==> config.mk <==
export PLATFORM = sky130hd
export DESIGN_NAME = div
export DESIGN_NICKNAME = d
export VERILOG_FILES = /design/src/rtl/div.sv
export SDC_FILE = /design/constraint.sdc
export NUM_CORES = 1
export LEC_CHECK = 0
export CAP_MARGIN = 10
export CELL_PAD_IN_SITES_DETAIL_PLACEMENT = 0
export CELL_PAD_IN_SITES_GLOBAL_PLACEMENT = 1
export CORE_ASPECT_RATIO = 0.6
export CORE_UTILIZATION = 35
export CTS_CLUSTER_DIAMETER = 40
export CTS_CLUSTER_SIZE = 10
export DETAILED_ROUTE_END_ITERATION = 8
export GPL_TIMING_DRIVEN = 0
export PLACE_DENSITY_LB_ADDON = 0.1
export SLEW_MARGIN = 10
export SYNTH_ARGS = -nofsm -noshare
export SYNTH_HDL_FRONTEND = slang
export SYNTH_SLANG_ARGS = --single-unit
==> constraint.sdc <==
create_clock -name clk -period 2.7 [get_ports clk]
set_clock_uncertainty 0.05 [all_clocks]
set_input_delay 0.81 -clock clk [delete_from_list [all_inputs] [get_ports clk]]
set_output_delay 0.81 -clock clk [all_outputs]
set_load 0.01 [all_outputs]
==> src/rtl/div.sv <==
// div: sequential 8-bit unsigned restoring divider that borrows a shared 16-bit adder
//   clk, rst           rising-edge clock, asynchronous active-high reset
//   a_i, b_i, start    dividend, divisor and request (honoured only when idle)
//   busy, done         operation in flight, one-cycle result-valid pulse
//   div_by_zero        last accepted request had a zero divisor
//   quotient, remainder working registers, valid from done until the next start
//   sum_in_a, sum_in_b, sum_out  shared adder operands and its combinational result
module div (
    input  logic        clk,
    input  logic        rst,
    input  logic [7:0]  a_i,
    input  logic [7:0]  b_i,
    input  logic        start,
    output logic        busy,
    output logic        done,
    output logic        div_by_zero,
    output logic [7:0]  quotient,
    output logic [7:0]  remainder,
    output logic [15:0] sum_in_a,
    output logic [15:0] sum_in_b,
    input  logic [15:0] sum_out
);
    typedef enum logic [1:0] {IDLE, NEG, SUB, INC} state_t;
    state_t state, next;
    logic [7:0]  a, b;
    logic [2:0]  ctr;
    logic [15:0] negb, partial;
    assign busy = state != IDLE;
    // ~ctr selects bit 7-ctr, walking the dividend from its MSB down
    assign partial = {7'b0, remainder, a[~ctr]};
    always_comb begin
        next     = state;
        sum_in_a = '0;
        sum_in_b = '0;
        case (state)
            IDLE: next = (start && b_i != 8'd0) ? NEG : IDLE;
            NEG: begin
                sum_in_a = {8'hFF, ~b};
                sum_in_b = 16'd1;
                next     = SUB;
            end
            SUB: begin
                sum_in_a = partial;
                sum_in_b = negb;
                next     = (ctr == 3'd7) ? IDLE : INC;
            end
            INC: begin
                sum_in_a = {13'b0, ctr};
                sum_in_b = 16'd1;
                next     = SUB;
            end
        endcase
    end
    always_ff @(posedge clk or posedge rst)
        if (rst) state <= IDLE;
        else     state <= next;
    always_ff @(posedge clk or posedge rst)
        if (rst) begin
            a           <= '0;
            b           <= '0;
            ctr         <= '0;
            negb        <= '0;
            quotient    <= '0;
            remainder   <= '0;
            div_by_zero <= 1'b0;
            done        <= 1'b0;
        end else begin
            done <= 1'b0;
            case (state)
                IDLE: if (start) begin
                    if (b_i != 8'd0) begin
                        a           <= a_i;
                        b           <= b_i;
                        quotient    <= '0;
                        remainder   <= '0;
                        ctr         <= '0;
                        div_by_zero <= 1'b0;
                    end else begin
                        quotient    <= 8'hFF;
                        remainder   <= a_i;
                        div_by_zero <= 1'b1;
                        done        <= 1'b1;
                    end
                end
                NEG: negb <= sum_out;
                // sign of partial - b decides restore versus keep
                SUB: begin
                    remainder      <= sum_out[15] ? partial[7:0] : sum_out[7:0];
                    quotient[~ctr] <= ~sum_out[15];
                    if (ctr == 3'd7) done <= 1'b1;
                end
                INC: ctr <= sum_out[2:0];
            endcase
        end
endmodule

Word level (Yosys, flattened, before mapping)
Index checks and enable logic that the tools add are counted.

Flip-flop bits (word level): 55. Output and inout bits: 51. Word-level logic and storage cells: 56.

Order comparisons: 2. Bitwise operators: 3. Reduce and logical (&&, ||, !) cells: 12. Eq/ne operators: 6. Mux-type cells: 24.

Operator list (count): case mux 16 bit (3 select lines) (1); two-way mux 8 bit (5); case mux 16 bit (2 select lines) (1); case mux 8 bit (2 select lines) (2); bitwise mux 8 bit (1); inverter 8 bit (1); nonzero test 8 bit (1); two-way mux 1 bit (6); two-way mux 3 bit (2); case mux 2 bit (3 select lines) (1); case mux 3 bit (2 select lines) (1); AND reduction 3 bit (2); nonzero test 2 bit (3); == test 2 bit, second input constant (2); less-than comparator 3 x 4 -> 1 bit, second input constant (1); inequality test 2 bit, second input constant (2); AND reduction 2 bit (2); binary-select mux 1 bit (select 3 bit) (1); demux 1 bit (select 3 bit) (1); == test 3 bit, second input constant (1); greater-or-equal comparator 3 x 1 -> 1 bit, second input constant (1); inverter 3 bit (1); == test 2 x 1 -> 1 bit, second input constant (1); logical AND 1 bit (2); other kinds (5) (5).

Logic depth before layout (Yosys ltp)
Depth after elaboration: 7. Depth in mapped cells: 7. Mapped depth without buffers: 4.

Worst setup path before layout
OpenSTA, ideal clock, no wires.

Kind: flip-flop to output port. From: register state[1]. To: output port sum_in_a[10]. Data required time: 1840 ps. Buffers on the path: 4. Cell stages (with the launch flop): 7. Arrival time: 1545 ps. Path slack: 295 ps. Cells stage by stage: dfrtp_1 -> clkbuf_1 -> nand2b_1 -> clkbuf_1 -> clkinv_1 -> buf_1 -> buf_4.

Cells in the longest elaborated chain, start to end: 2.

RTL lines: from (decl) (line 24) `state_t state, next;`; from (signal assigned) (line 56) `else state <= next;`; == test 2 bit or == test 2 x 1 -> 1 bit (tied branches) (line 35) `case (state)`; case mux 16 bit (3 select lines) (*) (line 35); to (decl) (line 19) `output logic [15:0] sum_in_a,`.

Every way passes the cells marked *; elsewhere a longest branch is shown, timed or not.

Worst setup path in the final report
From: register ctr[0]. To: output port sum_in_a[0].

Cells in the longest elaborated chain, start to end: 4.

RTL lines: from (decl) (line 26) `logic [2:0] ctr;`; from (signal assigned) (line 92) `INC: ctr <= sum_out[2:0];`; inverter 3 bit (line 30) `assign partial = {7'b0, remainder, a[~ctr]};`; binary-select mux 1 bit (select 3 bit) (line 30); two-way mux 1 bit (not written as such) (line 30); case mux 16 bit (3 select lines) (*) (line 35).

Every way passes the cells marked *; elsewhere a longest branch is shown, timed or not. The select of a mux whose other input is x is not followed.

==> flow_metrics.env <==
export IMPL_outcome="finished clean"
export IMPL_vias=2563
export IMPL_leakagePower_nw=1.979
export IMPL_grt_max_degree=38
export IMPL_fin_crit_sh_pct=98.89
export IMPL_syn_num_nets=335
export IMPL_layout_drive_gt1_share_pct=20.64
export IMPL_ys_seq_area_share_pct=49.39
export IMPL_antenna_found_initial=0
export IMPL_initialDrtViolationCount=192
export IMPL_place_hpwl_um=6293
export IMPL_async_reset_ff_share_pct=100.0
export IMPL_die_w_um=117.2
export IMPL_gp_congestion=0.8357
export IMPL_tns_ns=0
export IMPL_die_area_sq_um=8334
export IMPL_synthTopCellsByCount="nand2_1 (73), dfrtp_1 (55), a21oi_1 (22)"
export IMPL_detail_route_wl_per_cell_um=16.85
export IMPL_worstPathRequired_ns=1.84
export IMPL_vdd_ir_drop_max_uv=487.7
export IMPL_drc_errors=0
export IMPL_synth_distinct_cells=35
export IMPL_grt_remaining_overflow=0
export IMPL_cts_max_level=2
export IMPL_yosys_register_bits=55
export IMPL_fmaxAchievable_mhz=374.5
export IMPL_worstMarginPinSlew_ns=0.7675
export IMPL_track_usage_pct=22.26
export IMPL_slew_headroom_pct=48.64
export IMPL_synth_most_common_cell="nand2_1"
export IMPL_port_buffers=85
export IMPL_top_level_ports=86
export IMPL_synth_edff_count=0
export IMPL_post_route_util_pct=55.07
export IMPL_period_minus_slack_ns=2.670
export IMPL_drv_slew=0
export IMPL_clkSlewWorstSetupHoldPaths_ns=0.07
export IMPL_numCtsBuffers=5
export IMPL_ys_warn_count=0
export IMPL_cp_max_fo=10
export IMPL_initial_utilization_pct=37.27
export IMPL_hp_class="register to register"
export IMPL_grt_pass1_wl_um=13430
export IMPL_viasPerCell=5.016
export IMPL_worstSetupEndpointType="output pin"
export IMPL_cts_tree="built"
export IMPL_final_antenna_net_count=0
export IMPL_powerDensity_nw_per_um2=1171
export IMPL_cts_sinks=55
export IMPL_grt_pass1_vias=2421
export IMPL_critPathKind="register to output pin"
export IMPL_fin_ws_ns=0.02996
export IMPL_netlist_top_cell_by_area="dfrtp_1"
export IMPL_insertion_delay_ns=0.30
export IMPL_syn_area_per_cell_sq_um=9.288
export IMPL_area_delta_synth_final_pct=47.78
export IMPL_yosys_top_cells_area="dfrtp_1 (49%), nand2_1 (9.8%), a21oi_1 (4.0%)"
export IMPL_nets=441
export IMPL_place_ws_ns=-0.5898
export IMPL_antenna_cells=0
export IMPL_row_count=24
export IMPL_setup_viol=0
export IMPL_die_h_um=71.12
export IMPL_syn_area_sq_um=2786
export IMPL_syn_instance_count=300
export IMPL_hold_viol=0
export IMPL_worstSetupStartpointType="register"
export IMPL_first_pass_iters=4
export IMPL_wl_um=8610
export IMPL_clock_root_buffer="clkbuf_16"
export IMPL_crit_arrival_ns=1.81
export IMPL_ys_flop_type="dfrtp_1"
export IMPL_core_sq_um=7477
export IMPL_cap_violations=0
export IMPL_clk_path_buf_depth=2
export IMPL_yosysTopAreaCellShare_pct=49.39
export IMPL_hold_buffers=0
worst paths after layout:
check | from | to | slack, ns | cells past startpoint
max in group asynchronous | rst | ctr[0] | 1.26 | 3
min in group asynchronous | rst | b[5] | 0.78 | 2
max reg2reg | state[0] | remainder[7] | 0.63 | 6
min | negb[12] | negb[12] | 0.42 | 2
max | ctr[0] | sum_in_a[0] | 0.03 | 6
min reg2reg | negb[12] | negb[12] | 0.42 | 2
sequential cells by signal, summed over array words and instances, names as in the netlist:
signal,flops
a,8
negb,16
state,2
quotient,8
done,1
b,8
remainder,8
div_by_zero,1
ctr,3
cell type report:
cell class | count | area, sq um
Fill cell | 690 | 3359
Buffer | 25 | 215.2
Timing Repair Buffer | 101 | 929.6
Multi-Input combinational cell | 215 | 1290
Tap cell | 104 | 130.1
Inverter | 3 | 16.27
Sequential cell | 55 | 1380
Clock buffer | 8 | 156.4
logic make-up (layout without fill, tap and decap cells):
| family | after synthesis | after routing | share of synthesized area, % |
|---|---|---|---|
| flip-flops | 55 | 55 | 49.39 |
| AO/OA/AOI/OAI | 59 | 59 | 12.84 |
| AND/OR/NAND/NOR | 129 | 129 | 20.97 |
| buffers and inverters | 30 | 137 | 5.433 |
| multiplexers | 27 | 27 | 11.36 |
through the flow:
stage	instance area, sq um	hold WS [ns]	instances	total power, mW
CTS	4054	0.4210	502	4.774
global route	4118	0.4459	511	5.151
floorplan	2786	0.3874	300	2.768
finish	4118	0.4158	511	4.824
detailed placement	3787	0.4043	490	3.995
global placement	3767	0.3989	489	3.960
layer usage:
layer | wire length [um] | share of wire, % | track usage (%) | vias to the layer above
met1 | 4539 | 53 | 35.30 | 1241
met5 | 0 | 0 | 0 | -
met2 | 3293 | 38 | 28.69 | 95
met3 | 677 | 7.9 | 6.684 | 10
li1 | - | - | - | 1217
met4 | 99 | 1.1 | 5.626 | 0
worst max-delay path, stage by stage, from the launching register on:
cell and delay, ns:
dfrtp_2 0.41, clkbuf_8 0.19, mux2i_2 0.26, o22ai_2 0.11, o21ai_1 0.17, nand2_1 0.08, dlygate4sd2_1 0.28
layout by cell type (no fill, tap or decap), drive strengths merged, types with 16 or more instances in the layout:
cell,count
nand2,73
dfrtp,55
mux2,16
nor2,21
clkbuf,23
buf,35
clkdlybuf4s50,55
dlygate4sd2,19
o21ai,20
a21oi,22
where the power goes:
part | switching (mW) | internal (mW)
Combinational | 1.28 | 1.34
Clock | 0.300 | 0.396
Sequential | 0.275 | 1.23
Total | 1.86 | 2.97
timing repair:
item                                    CTS  global route
pin swaps                                 0             2
endpoints found under the setup margin   32            18
gates resized for setup                  70            16
buffers inserted                          6             9
Power figures use the tool's default switching activity.
